File: src/rtl/mem_bus_responder_pkg.sv
// Shared definitions for the CPU nibble-bus responder: FSM state encoding,
// I/O page offsets and the default I/O page base address.
// No ports; imported by mem_bus_responder and nibble_ram.
package mem_bus_responder_pkg;

  typedef enum logic [1:0] {
    S_HOLD = 2'd0,
    S_LOAD = 2'd1,
    S_RUN  = 2'd2
  } state_t;

  localparam logic [10:0] IO_BASE_DEFAULT = 11'h7F0;

  localparam logic [3:0] IO_OUT  = 4'd0;
  localparam logic [3:0] IO_IN   = 4'd1;
  localparam logic [3:0] IO_TMR0 = 4'd2;
  localparam logic [3:0] IO_TMR1 = 4'd3;
  localparam logic [3:0] IO_TMR2 = 4'd4;

endpackage

File: src/rtl/mem_bus_responder_nibble_ram.sv
// nibble_ram: 2^AW x 4-bit storage, asynchronous read, one synchronous write
// port, asynchronous clear of every location.
// Ports: clk, rst_n, we/waddr/wdata (write), raddr/rdata (combinational read).
module nibble_ram
  import mem_bus_responder_pkg::*;
#(
  parameter int AW = 6
) (
  input  logic          clk,
  input  logic          rst_n,
  input  logic          we,
  input  logic [AW-1:0] waddr,
  input  logic [3:0]    wdata,
  input  logic [AW-1:0] raddr,
  output logic [3:0]    rdata
);

  localparam int DEPTH = 1 << AW;

  logic [3:0] mem_q [DEPTH];
  logic [3:0] mem_d [DEPTH];

  always_comb begin
    mem_d = mem_q;
    if (we) mem_d[waddr] = wdata;
  end

  always_ff @(posedge clk or negedge rst_n) begin
    if (!rst_n) begin
      for (int i = 0; i < DEPTH; i++) mem_q[i] <= 4'h0;
    end else begin
      mem_q <= mem_d;
    end
  end

  assign rdata = mem_q[raddr];

endmodule

File: src/rtl/mem_bus_responder.sv
// mem_bus_responder: target end of the CPU nibble bus. Serves an aliased
// nibble RAM plus a 16-nibble I/O page, and owns the serial program loader
// that holds the CPU in reset (cpu_rst_n) while code is streamed in.
// Ports: clk/rst_n; bus_addr, bus_data_rw, bus_wdata, bus_rdata (CPU bus);
// cpu_rst_n; load_en/load_valid/load_data/load_ready (loader);
// out_port (output latch), in_port (async input).
// Optional feature macro RESPONDER_TIMER_EN: 12-bit RUN-cycle timer with
// live low nibble at IO+2 and an 8-bit snapshot readable at IO+3/IO+4.
module mem_bus_responder
  import mem_bus_responder_pkg::*;
#(
  parameter int          RAM_AW  = 6,
  parameter logic [10:0] IO_BASE = IO_BASE_DEFAULT
) (
  input  logic        clk,
  input  logic        rst_n,
  input  logic [10:0] bus_addr,
  input  logic        bus_data_rw,
  input  logic [3:0]  bus_wdata,
  output logic [3:0]  bus_rdata,
  output logic        cpu_rst_n,
  input  logic        load_en,
  input  logic        load_valid,
  input  logic [3:0]  load_data,
  output logic        load_ready,
  output logic [3:0]  out_port,
  input  logic [3:0]  in_port
);

  state_t            state_q, state_d;
  logic              cpu_rst_n_q, cpu_rst_n_d;
  logic              rw_q, rw_d;
  logic [RAM_AW-1:0] ptr_q, ptr_d;
  logic [3:0]        out_port_q, out_port_d;
  logic [3:0]        in_s1_q, in_s2_q;

  logic              is_io;
  logic [3:0]        io_off;
  logic              load_fire;
  logic              bus_we;
  logic              ram_we;
  logic [RAM_AW-1:0] ram_waddr;
  logic [3:0]        ram_wdata;
  logic [3:0]        ram_rdata;

  assign is_io  = (bus_addr[10:4] == IO_BASE[10:4]);
  assign io_off = bus_addr[3:0];

  // FSM next state; cpu_rst_n is registered from next state so the CPU leaves
  // reset on the same edge the FSM enters RUN.
  always_comb begin
    state_d = state_q;
    case (state_q)
      S_HOLD:  state_d = load_en ? S_LOAD : S_RUN;
      S_RUN:   if (load_en) state_d = S_LOAD;
      S_LOAD:  if (!load_en) state_d = S_HOLD;
      default: state_d = S_HOLD;
    endcase
    cpu_rst_n_d = (state_d == S_RUN);
  end

  assign load_ready = (state_q == S_LOAD);
  assign load_fire  = load_valid & load_ready;
  assign cpu_rst_n  = cpu_rst_n_q;
  assign out_port   = out_port_q;

  // The CPU presents stale data on the first rw=1 cycle, so a store only
  // commits once rw has been high for a previous edge as well.
  assign rw_d   = (state_q == S_RUN) & bus_data_rw;
  assign bus_we = (state_q == S_RUN) & bus_data_rw & rw_q;

  always_comb begin
    ptr_d = ptr_q;
    if (state_q != S_LOAD && state_d == S_LOAD) ptr_d = '0;
    else if (load_fire)                         ptr_d = ptr_q + 1'b1;
  end

  always_comb begin
    out_port_d = out_port_q;
    if (bus_we && is_io && io_off == IO_OUT) out_port_d = bus_wdata;
  end

  // Loader and bus writes are mutually exclusive by state (LOAD vs RUN).
  assign ram_we    = load_fire | (bus_we & ~is_io);
  assign ram_waddr = load_fire ? ptr_q     : bus_addr[RAM_AW-1:0];
  assign ram_wdata = load_fire ? load_data : bus_wdata;

  always_ff @(posedge clk or negedge rst_n) begin
    if (!rst_n) begin
      state_q     <= S_HOLD;
      cpu_rst_n_q <= 1'b0;
      rw_q        <= 1'b0;
      ptr_q       <= '0;
      out_port_q  <= 4'h0;
      in_s1_q     <= 4'h0;
      in_s2_q     <= 4'h0;
    end else begin
      state_q     <= state_d;
      cpu_rst_n_q <= cpu_rst_n_d;
      rw_q        <= rw_d;
      ptr_q       <= ptr_d;
      out_port_q  <= out_port_d;
      in_s1_q     <= in_port;
      in_s2_q     <= in_s1_q;
    end
  end

`ifdef RESPONDER_TIMER_EN
  logic [11:0] tmr_q, tmr_d;
  logic [7:0]  snap_q, snap_d;

  always_comb begin
    tmr_d = tmr_q;
    if (state_q != S_RUN && state_d == S_RUN) tmr_d = 12'h000;
    else if (state_q == S_RUN)                tmr_d = tmr_q + 12'd1;
    snap_d = snap_q;
    if (is_io && io_off == IO_TMR0 && !bus_data_rw) snap_d = tmr_q[11:4];
  end

  always_ff @(posedge clk or negedge rst_n) begin
    if (!rst_n) begin
      tmr_q  <= 12'h000;
      snap_q <= 8'h00;
    end else begin
      tmr_q  <= tmr_d;
      snap_q <= snap_d;
    end
  end
`endif

  always_comb begin
    bus_rdata = ram_rdata;
    if (is_io) begin
      case (io_off)
        IO_OUT:  bus_rdata = out_port_q;
        IO_IN:   bus_rdata = in_s2_q;
`ifdef RESPONDER_TIMER_EN
        IO_TMR0: bus_rdata = tmr_q[3:0];
        IO_TMR1: bus_rdata = snap_q[3:0];
        IO_TMR2: bus_rdata = snap_q[7:4];
`endif
        default: bus_rdata = 4'h0;
      endcase
    end
  end

  nibble_ram #(.AW(RAM_AW)) u_ram (
    .clk   (clk),
    .rst_n (rst_n),
    .we    (ram_we),
    .waddr (ram_waddr),
    .wdata (ram_wdata),
    .raddr (bus_addr[RAM_AW-1:0]),
    .rdata (ram_rdata)
  );

endmodule

File: config.mk
export PLATFORM = sky130hd
export DESIGN_NAME = mem_bus_responder
export DESIGN_NICKNAME = d
export VERILOG_FILES = /design/src/rtl/mem_bus_responder_pkg.sv /design/src/rtl/mem_bus_responder_nibble_ram.sv /design/src/rtl/mem_bus_responder.sv
export SDC_FILE = /design/constraint.sdc
export NUM_CORES = 1
export LEC_CHECK = 0
export ABC_AREA = 1
export CAP_MARGIN = 20
export CORE_MARGIN = 5
export CORE_UTILIZATION = 50
export CTS_BUF_LIST = sky130_fd_sc_hd__clkbuf_8
export CTS_CLUSTER_DIAMETER = 80
export CTS_CLUSTER_SIZE = 20
export DETAILED_ROUTE_END_ITERATION = 12
export MAX_ROUTING_LAYER = met4
export PLACE_DENSITY = 0.7
export SLEW_MARGIN = 20
export SYNTH_ARGS = -nofsm -noshare
export SYNTH_HDL_FRONTEND = slang
export SYNTH_HIERARCHICAL = 1
export SYNTH_SLANG_ARGS = --single-unit
File: constraint.sdc
create_clock -name clk -period 7.6 [get_ports clk]
set_input_delay 1.52 -clock clk [delete_from_list [all_inputs] [get_ports clk]]
set_output_delay 1.52 -clock clk [all_outputs]
set_load 0.03 [all_outputs]
==> flow_summary.toml <==
[status]
outcome = "completed"

[synthesis]
synth_seq_cells = 278
ys.flop_type = "dfrtp_1"
async_reset_ff_frac = 1.00
ys_warn_count = 6
synth.avg_cell_area_um2 = 7.88
syn-num-nets = 1665
syn_area_mm2 = 0.0129
synth_seq_area_share = 0.539
postSynthCellCount = 1636
synth_cell_types = 28
synth-edff-count = 0

[worst_setup_path]
arrival_ps = 4650
end_kind = "primary output"
path_cells = "buf_4 > clkinv_2 > buf_4 > nand2_1 > nand3_1 > nand3_1 > nand2_1 > nand2_1 > nand3_1 > nand3_1 > nand2_1 > nand2_1 > nand3_1 > clkdlybuf4s50_1"
rr_worst_depth = 8
crit_fanout = 66
startpoint_type = "input pin"
crit_buf_inv = 4
max_stage_delay_ps = 730
rrSetupSlack_ps = 4130
critical-path-slowest-cell = "clkinv_2"
r2r_end = "u_ram/mem_q[244]"
cp.required_ps = 6080
path_delay_family = "buffers and inverters"
criticalPathCategory = "input pin to primary output"
r2r-start = "state_q[0]"

[clock_tree]
cts_root_buffer = "clkbuf_8"
cts.sinks = 278
cts_tree = "yes"
worstSkewPairLatency_ps = 540
numCtsBuffers = 17
htree_num_levels = 1
hold_buffers = 0
cts_setup_buffers = 0
path_clk_slew_ps = 110
clk_path_buf_depth = 3
cts_resized = 0

[power]
p_per_area_mw_per_mm2 = 196
ir_worst_vdd_mv = 0.167
netSwitchingFraction = 0.288
p_comb_frac = 0.144
pwr-share-seq = 0.614
p_switching_mw = 0.776
leakage_nw = 6.23
clock_power_share = 0.242
intPower_mw = 1.92

[die]
die_h_um = 171
rows = 58
die_area_mm2 = 0.0291
pin_count = 38
start_util = 0.509
core_area_mm2 = 0.0253
die_w_um = 171

[global_routing]
grt-ovfl-total = 0
antenna_found_initial = 0
grt.total_usage = 0.253
grt_pass1_wl_um = 57600
grt_pass1_vias = 10778
grt_max_degree = 133

[place]
portBuffers = 37
dp_hpwl_um = 21500
gp_congestion = 0.864
place_area_mm2 = 0.0135

[sta]
fin_tns_setup_ps = 0
worst_slew_pin_slew_ps = 1100
max_freq_mhz = 162
setup_viol = 0
period_share = 0.812
slew_headroom = 0.258
rsz0062_at_grt = "false"
hold_viol = 0
period_minus_slack_ps = 6170
fin_skew_ps = 20.9
maxSlewViolCount = 0

[min_path]
hold_class = "register to register"
hp-start = "in_s1_q[1]"
hold_depth = 0
whs_endpoint = "in_s2_q[1]"

[layout]
ff_latch_area_mm2 = 0.00696
fill_cells = 2421
area_growth_pct = 6.74
final_common_cell = "nand2_1"
multi_input_area_mm2 = 0.00549
fin_area_mm2 = 0.0138
final_cell_mix = "nand2_1 (706), dfrtp_1 (278), o21ai_0 (242)"
diodes = 0
drive_gt1_frac = 0.0435
nNetsFinal = 1663

[drt]
drt-pass1-iter-count = 6
drc = 0
antenna_left = 0
routed-via-count = 11094
drt-wirelength-per-cell_um = 17.9
detail_route.vias_per_cell = 5.65
totalWireLength_um = 35200
drt-initial-drc-count = 1243

[job]
maxCapViolCount = 0
-- area by class of cell --
cell class,instances,share of cell area
Clock inverter,2,0.000545
Inverter,35,0.00991
Multi-Input combinational cell,1245,0.399
Tap cell,330,0.0300
Sequential cell,278,0.505
Timing Repair Buffer,57,0.0385
Clock buffer,17,0.0170
-- power by group through the flow --
stage	sequential, mW	clock (mW)	combinational, mW
2_1_floorplan	1.66	0	0.251
3_3_place_gp	1.68	0	0.380
3_5_place_dp	1.68	0	0.390
4_1_cts	1.65	0.671	0.389
5_1_grt	1.67	0.730	0.441
6_report	1.65	0.651	0.388
-- worst max path at each step --
stage / start / endpoint / slack, ps / depth (start not counted)
global route: bus_addr[0] / bus_rdata[3] / 1200 / 14
global placement: bus_addr[0] / bus_rdata[2] / 1430 / 14
CTS: bus_addr[0] / bus_rdata[2] / 1480 / 14
floorplan: bus_addr[0] / bus_rdata[0] / 3280 / 13
detailed placement: bus_addr[0] / bus_rdata[3] / 1480 / 14
finish: bus_addr[0] / bus_rdata[2] / 1430 / 14
-- per-stage QoR --
stage | power (mW) | cells | hold slack, ps | utilization | setup slack (ps)
6_report | 2.69 | 1964 | 367 | 0.544 | 1430
4_1_cts | 2.71 | 1964 | 372 | 0.544 | 1480
3_3_place_gp | 2.06 | 1945 | 337 | 0.534 | 1430
3_5_place_dp | 2.07 | 1945 | 345 | 0.534 | 1480
5_1_grt | 2.84 | 1964 | 383 | 0.544 | 1200
2_1_floorplan | 1.91 | 1636 | 331 | - | 3280
-- cell families (layout without fill, tap and decap cells) --
group | Yosys count | count (layout) | share of synthesized area
simple gates | 978 | 978 | 0.321
flops | 278 | 278 | 0.539
compound gates | 265 | 265 | 0.103
buf+inv | 113 | 111 | 0.0350
fa+ha+maj | 1 | 1 | 0.000970
xor+xnor | 1 | 1 | 0.000679
-- per-layer routing --
layer  global-route usage  vias to the layer above  part of all wire
li1                     -                     5344                 -
met1                0.339                     5310              0.43
met2                0.407                      377              0.48
met3               0.0384                       63             0.069
met4               0.0660                        0             0.027
met5                    -                        -                 0
-- registers in the layout (all words and copies together) (netlist names) --
signal	count
in_s1_q	4
out_port	4
state_q	2
rw_q	1
ptr_q	6
cpu_rst_n	1
in_s2_q	4
u_ram/mem_q	256
-- cell usage after synthesis, types with 4 or more instances --
library cell / count / area, um2
nor3_2: 5 / 50.1
clkinv_1: 4 / 15.0
buf_2: 15 / 75.1
nor3_4: 6 / 97.6
o21ai_1: 19 / 95.1
dfrtp_1: 278 / 6960
inv_1: 26 / 97.6
nand2_1: 706 / 2650
buf_1: 14 / 52.6
clkbuf_1: 48 / 180
nand3_1: 233 / 1170
inv_2: 4 / 15.0
o21ai_0: 242 / 1210
nor2_1: 17 / 63.8
Note: power is estimated with default switching activity, not from simulation.
